[src/rtl/nmi_hsync_gen_pkg.sv]
// Shared ZX81 line-timing constants and a small window helper.
// The ULA and video blocks import the same constants so every block
// agrees on where a scan line starts and where its sync pulse sits.
package nmi_hsync_gen_pkg;

  // CPU cycles per scan line.
  localparam int ZX_LINE_LEN   = 207;
  // First sync cycle; clamped so the pulse ends on the last cycle of the line.
  localparam int ZX_SYNC_START = 191;
  // Sync / NMI pulse width in cycles.
  localparam int ZX_SYNC_LEN   = 16;

  // True when cycle index c lies in [start, start+len-1].
  function automatic logic in_window(input logic [7:0] c, input int start, input int len);
    return (int'(c) >= start) && (int'(c) < start + len);
  endfunction

endpackage

[src/rtl/nmi_hsync_gen_mod_counter.sv]
// Generic wrap-at-N counter with enable, synchronous clear and a
// terminal-count flag (high while count == N-1).
module mod_counter #(
  parameter int N = 8,
  parameter int W = (N > 1) ? $clog2(N) : 1
) (
  input  logic         clk,
  input  logic         reset_n,
  input  logic         en,
  input  logic         clr,
  output logic [W-1:0] count,
  output logic         tc
);

  assign tc = (count == W'(N - 1));

  // Clear has priority over counting; counting wraps from N-1 to 0.
  always_ff @(posedge clk or negedge reset_n) begin
    if (!reset_n) begin
      count <= '0;
    end else if (clr) begin
      count <= '0;
    end else if (en) begin
      count <= tc ? '0 : count + W'(1);
    end
  end

endmodule

[src/rtl/nmi_hsync_gen.sv]
// ZX81 line-timing generator: cycle-within-line counter, horizontal sync,
// NMI pulse gated by the NMI-enable flag, and the 3-bit character-row
// line counter. All outputs are registered.
module nmi_hsync_gen
  import nmi_hsync_gen_pkg::*;
#(
  parameter int LINE_LEN   = ZX_LINE_LEN,
  parameter int SYNC_START = ZX_SYNC_START,
  parameter int SYNC_LEN   = ZX_SYNC_LEN
) (
  input  logic       clk,
  input  logic       reset_n,
  input  logic       nmi_on,
  input  logic       nmi_off,
  input  logic       vsync,
  output logic [7:0] cyc,
  output logic [2:0] line_cnt,
  output logic       hsync_n,
  output logic       nmi_n,
  output logic       nmi_en
);

  // Elaboration-time parameter legality check.
  generate
    if (LINE_LEN < 2 || LINE_LEN > 256) begin : g_bad_line_len
      $fatal(1, "nmi_hsync_gen: LINE_LEN must be in 2..256");
    end
    if (SYNC_START < 0 || SYNC_LEN < 1 || SYNC_START + SYNC_LEN > LINE_LEN) begin : g_bad_sync
      $fatal(1, "nmi_hsync_gen: sync window must fit inside the line");
    end
  endgenerate

  logic       cyc_tc;
  logic [7:0] cyc_nxt;
  logic       in_w_nxt;
  logic       start_nxt;
  logic       arm;
  logic       unused_line_tc;

  mod_counter #(.N(LINE_LEN), .W(8)) u_cyc (
    .clk     (clk),
    .reset_n (reset_n),
    .en      (1'b1),
    .clr     (1'b0),
    .count   (cyc),
    .tc      (cyc_tc)
  );

  // vsync holds the row counter at 0 and beats the end-of-line increment.
  mod_counter #(.N(8), .W(3)) u_line (
    .clk     (clk),
    .reset_n (reset_n),
    .en      (cyc_tc),
    .clr     (vsync),
    .count   (line_cnt),
    .tc      (unused_line_tc)
  );

  // Value cyc takes after the coming edge; sync outputs are registered
  // from it so they line up with cyc rather than lag it by one cycle.
  assign cyc_nxt   = cyc_tc ? 8'd0 : cyc + 8'd1;
  assign in_w_nxt  = in_window(cyc_nxt, SYNC_START, SYNC_LEN);
  assign start_nxt = (int'(cyc_nxt) == SYNC_START);

  // Enable flag, window arming, and the registered sync/NMI outputs.
  // arm is captured only when the window opens, so enabling mid-window
  // gives no runt pulse and disabling mid-window never truncates one.
  always_ff @(posedge clk or negedge reset_n) begin
    if (!reset_n) begin
      nmi_en  <= 1'b0;
      arm     <= 1'b0;
      hsync_n <= 1'b1;
      nmi_n   <= 1'b1;
    end else begin
      if (nmi_off) begin
        nmi_en <= 1'b0;
      end else if (nmi_on) begin
        nmi_en <= 1'b1;
      end
      if (start_nxt) begin
        arm <= nmi_en;
      end
      hsync_n <= ~in_w_nxt;
      nmi_n   <= ~(in_w_nxt && (start_nxt ? nmi_en : arm));
    end
  end

endmodule
[config.mk]
export PLATFORM = sky130hd
export DESIGN_NAME = nmi_hsync_gen
export DESIGN_NICKNAME = d
export VERILOG_FILES = /design/src/rtl/nmi_hsync_gen_pkg.sv /design/src/rtl/nmi_hsync_gen_mod_counter.sv /design/src/rtl/nmi_hsync_gen.sv
export SDC_FILE = /design/constraint.sdc
export NUM_CORES = 1
export LEC_CHECK = 0
export BUFFER_PORTS_ARGS = -buffer_cell sky130_fd_sc_hd__buf_2
export CAP_MARGIN = 20
export CORE_AREA = 4 4 47 49
export CTS_CLUSTER_SIZE = 14
export DETAILED_ROUTE_END_ITERATION = 10
export DIE_AREA = 0 0 51 53
export MAX_ROUTING_LAYER = met4
export PLACE_DENSITY_LB_ADDON = 0.25
export SLEW_MARGIN = 0
export SYNTH_ARGS = -nofsm -noshare
export SYNTH_HDL_FRONTEND = slang
export SYNTH_SLANG_ARGS = --single-unit
[constraint.sdc]
create_clock -name clk -period 2.9 [get_ports clk]
set_clock_uncertainty 0.05 [all_clocks]
set_input_delay 0.58 -clock clk [delete_from_list [all_inputs] [get_ports clk]]
set_output_delay 0.58 -clock clk [all_outputs]
set_load 0.005 [all_outputs]
* Word level (Yosys, flattened, before mapping)
Cells that the tools add are included.
** Storage, ports and cells
- Bits in registers :: 15
- Input bits :: 5
- Output and inout bits :: 14
- Logic and storage cells :: 26
** Cells by class
- Add/sub/neg operators :: 2
- $lt $le $gt $ge :: 2
- Eq/ne operators :: 3
- Multiplexer cells :: 7
- Bitwise logic cells :: 2
- Reduce and logical (&&, ||, !) cells :: 4
** Operator list (count)
- 8-bit == test (second input constant) :: 2
- 3-bit two-way mux :: 3
- 8-bit by 1-bit adder with 8-bit output (second input constant) :: 1
- 8-bit >= comparator (second input constant) :: 1
- 8-bit < comparator (second input constant) :: 1
- 8-bit two-way mux :: 1
- 2-bit nonzero test :: 2
- 3-bit by 1-bit adder with 3-bit output (second input constant) :: 1
- 3-bit == test (second input constant) :: 1
- 1-bit two-way mux :: 3
- 1-bit logical AND :: 2
- 1-bit NOT :: 2

* Longest topological paths before layout
- Depth after elaboration :: 6
- Gate-level depth with buffers :: 7
- Depth with buffers taken out :: 7

* Cells and area by module
A second synthesis with hierarchy kept.
** Unflattened totals
- Cell total of the unflattened synthesis :: 111
- Area, all modules :: 1052.3 sq um
** Modules (own cells, without submodules)
- mod_counter (u_cyc) :: times used 1, cells each 54, area an instance 505.5 sq um, seq. area each 200.2 sq um
- nmi_hsync_gen :: times used 1, cells each 45, area an instance 395.4 sq um, seq. area each 102.6 sq um
- mod_counter (u_line) :: times used 1, cells each 12, area an instance 151.4 sq um, seq. area each 75.1 sq um

* Least setup slack after synthesis
No wires, ideal clock.
- Kind :: register to register
- From :: register u_cyc.count[0]
- To :: register arm
- Setup time :: 127 ps
- Arrival time :: 1984 ps
- Required time :: 2723 ps
- Path slack :: 738 ps
- Cell stages (with the launch flop) :: 7
- Buffers on the path :: 0
- Clock period less this slack :: 2162 ps
- Cells stage by stage :: dfrtp_1 > inv_1 > ha_1 > or3b_1 > or2_4 > nor4b_4 > mux2_4
** Between the ends
- Cells in the longest elaborated chain, start to end :: 4
- Elaborated cells on any way between the ends :: 5
- Classes of those cells :: add/sub: 1; eq/ne: 2; mux: 2
** RTL lines
- start: declaration :: line nmi_hsync_gen_mod_counter.sv:11 : output logic [W-1:0] count,
- start signal: assignment :: line nmi_hsync_gen_mod_counter.sv:24 : count <= tc ? '0 : count + W'(1);
- 8-bit by 1-bit adder with 8-bit output or 8-bit == test (tied branches) :: line nmi_hsync_gen.sv:61, nmi_hsync_gen_mod_counter.sv:15
- 8-bit two-way mux * :: line nmi_hsync_gen.sv:61 : assign cyc_nxt = cyc_tc ? 8'd0 : cyc + 8'd1;
- 8-bit == test * :: line nmi_hsync_gen.sv:63 : assign start_nxt = (int'(cyc_nxt) == SYNC_START);
- 1-bit two-way mux *
- end signal: assignment :: line nmi_hsync_gen.sv:81 : arm <= nmi_en;
- end: declaration :: line nmi_hsync_gen.sv:37 : logic arm;
Every way passes the cells marked *; elsewhere a longest branch is shown, timed or not.
A chain may end at the register's enable or synchronous reset.

* Final worst setup path
- From :: register u_cyc.count[0]
- To :: register nmi_n
** Between the ends
- Cells in the longest elaborated chain, start to end :: 6
- Elaborated cells on any way between the ends :: 10
- Classes of those cells :: add/sub: 1; order compare: 2; eq/ne: 2; mux: 2; bitwise: 1; reduce/logical: 2
** RTL lines
- 8-bit by 1-bit adder with 8-bit output or 8-bit == test (tied branches) :: line nmi_hsync_gen.sv:61, nmi_hsync_gen_mod_counter.sv:15
- 8-bit two-way mux * :: line nmi_hsync_gen.sv:61
- 8-bit >= comparator, or another cell as far along :: line nmi_hsync_gen_pkg.sv:15 : return (int'(c) >= start) && (int'(c) < start + len);
- 1-bit logical AND or 1-bit two-way mux (tied branches)
- 1-bit logical AND * :: line nmi_hsync_gen.sv:84 : nmi_n <= ~(in_w_nxt && (start_nxt ? nmi_en : arm));
- 1-bit NOT * :: line nmi_hsync_gen.sv:84
- end signal: assignment :: line nmi_hsync_gen.sv:84
- end: declaration :: line nmi_hsync_gen.sv:19 : output logic nmi_n,
Marked as above.

==> results.md <==
* Status: finished, final reports clean
* Maximum vdd drop at 0.249 mV
* Post-route minimum period at 2280 ps
* Max_slew headroom at 0.733
* Die width at 51 um
* Via density at 5.34
* P_leak at 0.445 nW
* Post-DRT Antenna Nets at 0
* Die Y at 53 um
* Core area at 1860 um2
* Post-synth EDFFs at 0
* Area share of the largest cell type after synthesis at 0.370
* Max Cap Violations at 0
* Crit. End Element: flop
* Distinct cells, synth at 33
* Met3 WL at 97 um
* RSZ-0062 raised after global routing: false
* Seq/Total Area, Yosys at 0.430
* Final Setup Violations at 0
* R2R setup slack at 620 ps
* Largest family of logic cells by synthesized area: simple AND/OR/NAND/NOR gates
* Post-Synth Adder-Cell Area at 0.0569
* Most frequent cell after synthesis: dfrtp_1
* Post-synthesis mux area share at 0.0512
* Cell taking the most area after synthesis: dfrtp_1
* Global-route wire length before repair at 2930 um
* TritonCTS clock tree: built
* Maximum clock frequency at 438 MHz
* Placer Congestion at 0.828
* Area Growth Syn to Fin at 12.1%
* Total clock sinks at 15
* FF-to-FF Start: u_cyc.count[0]
* Post-Synth Simple-Gate Area at 0.226
* Synth top cells by count: dfrtp_1, nor2_1, nand2_1, o21ai_0
* Hpwl dp at 1230 um
* Slowest stage delay, CP at 490 ps
* Initial core utilization at 0.472
* Least-Margin Pin Slew at 401 ps
* Drt pass-1 iters at 4
* Post-Syn Area at 880 um2
* Fin nets at 114
* Clock transition at the registers of the reported paths at 90 ps
* Final WL at 1610 um
* Max Used Layer: met4
* FP Rows at 16
* DR WL/cell at 12.3 um
* Maximum fanout along the worst path at 9
* Postcts setup bufs at 0
* Iter 0 DRT Violations at 15
* Async S/R FF share, synth at 1.00
* Final hold viol count at 0
* Slowest CP cell: dfrtp_1
* Fin. max-slew vios at 0
* PD cells at 348 nW/um2
* Cts hold-fix bufs at 0
* CTS H-tree lvls at 1
* Setup crit start kind: flop
* TritonCTS buffer count at 3
* Post-Route M1 WL at 697 um
* Worst-Skew Late Latency at 300 ps
* Root Driver: clkbuf_4
* Dominant synthesized flop cell: dfrtp_1
* Synth warn at 0
* Vias in the first global route at 681
* R2R depth at 7
* Worst-path cell chain: inv_1 > ha_1 > or3b_1 > or2_4 > nor4b_4 > mux2_4 > nand2b_1
* Top Ports at 19
* Ant diodes at 0
* Mapped Avg Cell Area at 10.3 um2
* Routed wl met2 at 770 um
* Worst Path Class, Setup: flop to flop
* Arr. time, crit path at 2480 ps
* Flops & latches, synth at 15
* Worst hold path type: input pin to async pin
* Layout cell share with drive strength beyond 1 at 0.279
* Synthesized Nets at 94
* Antenna violations before repair at 0
* Total track usage at 0.150
* Post-Synthesis Cells at 85
* Reg2reg end: nmi_n
* Setup TNS at 0 ps
* Post-CTS Resized at 0
* Complex-gate fraction of the synthesized area at 0.114
* Routed via count at 700
* GR Overflow Total at 0
* Synth Area in XOR/XNOR at 0.0597
* Synth top area cells: dfrtp_1, dfstp_2, ha_1
* DIE AREA at 2700 um2
* Power Total at 0.000344 W
* # port buffers at 18
* Crit share post-route at 0.787
* DRC Markers at 0
* Crit path required time at 3090 ps
* Worst-case clock buffer depth at 2
* Largest net degree at the start of global routing at 16
-- how the worst max path moves through the flow --
stage,endpoint,slack [ps],from,cells past startpoint
CTS,nmi_n,620,u_cyc.count[0],7
global placement,nmi_n,710,u_cyc.count[0],7
floorplan,arm,740,u_cyc.count[0],6
finish,nmi_n,620,u_cyc.count[0],7
global route,nmi_n,480,u_cyc.count[0],7
detailed placement,nmi_n,640,u_cyc.count[0],7
-- power by group --
| part | leakage [nW] | internal [W] | switching, W |
|---|---|---|---|
| registers | 0.187 | 0.000210 | 0.000000628 |
| logic | 0.244 | 0.00000297 | 0.00000551 |
| clock network | 0.0150 | 0.0000536 | 0.0000707 |
-- sequential cells by signal, summed over array words and instances (netlist names) --
register	count
u_cyc.count	8
arm	1
u_line.count	3
hsync_n	1
nmi_en	1
nmi_n	1
-- metal layers --
layer / global-route usage / vias to the layer above
li1: - / 344
met4: 0.0987 / 0
met1: 0.183 / 329
met5: - / -
met2: 0.225 / 22
met3: 0.0310 / 5
-- worst max-delay path, delay by kind of cell (launching register included) --
kind / cells / cell delay [ps]
adders and majority gates: 1 / 300
buffers and inverters: 1 / 80
DFF: 1 / 490
muxes: 1 / 330
and+or+nand+nor: 4 / 990
-- cell usage in the layout, fill, tap and decap left out, drive strengths merged --
| cell type | count |
|---|---|
| a22o | 1 |
| dfrtp | 13 |
| xor2 | 2 |
| and4b | 1 |
| nand2 | 6 |
| mux2i | 3 |
| ha | 4 |
| o22ai | 1 |
| inv | 3 |
| and3 | 1 |
| a221oi | 1 |
| a211oi | 2 |
| mux2 | 1 |
| nor4b | 1 |
| buf | 18 |
| or2 | 1 |
| nor2 | 12 |
| dfstp | 2 |
| xnor2 | 4 |
| nand3 | 3 |
| nand3b | 1 |
| and4 | 1 |
| and2 | 1 |
| o21ai | 6 |
| a21oi | 3 |
| clkbuf | 4 |
| o221ai | 1 |
| or3b | 1 |
| nand2b | 3 |
| nand4 | 2 |
| o21bai | 1 |
-- cell families (layout without fill, tap and decap cells) --
family	Yosys count	count (layout)
AOI/OAI and AO/OA	16	16
xor gates and xnor gates	6	6
adders and majority gates	4	4
buffers and inverters	6	25
DFF	15	15
muxes	4	4
and+or+nand+nor	34	34
-- metrics by stage --
step	util	instance area, um2	worst slack (ps)	cells	hold slack (ps)
2_1_floorplan	-	880	738	85	234
3_5_place_dp	0.515	960	644	127	429
4_1_cts	0.530	986	619	131	119
5_1_grt	0.530	986	482	131	127
3_3_place_gp	0.515	960	714	127	438
6_report	0.530	986	618	131	112
-- final cells by class --
class | count | area [um2]
clock buffers | 4 | 26.3
inverters | 3 | 11.3
flip-flops and latches | 15 | 378
multi-input cells | 64 | 447
fillers | 185 | 876
well taps | 27 | 33.8
repair buffers | 18 | 90.1
Power figures use the tool's default switching activity.
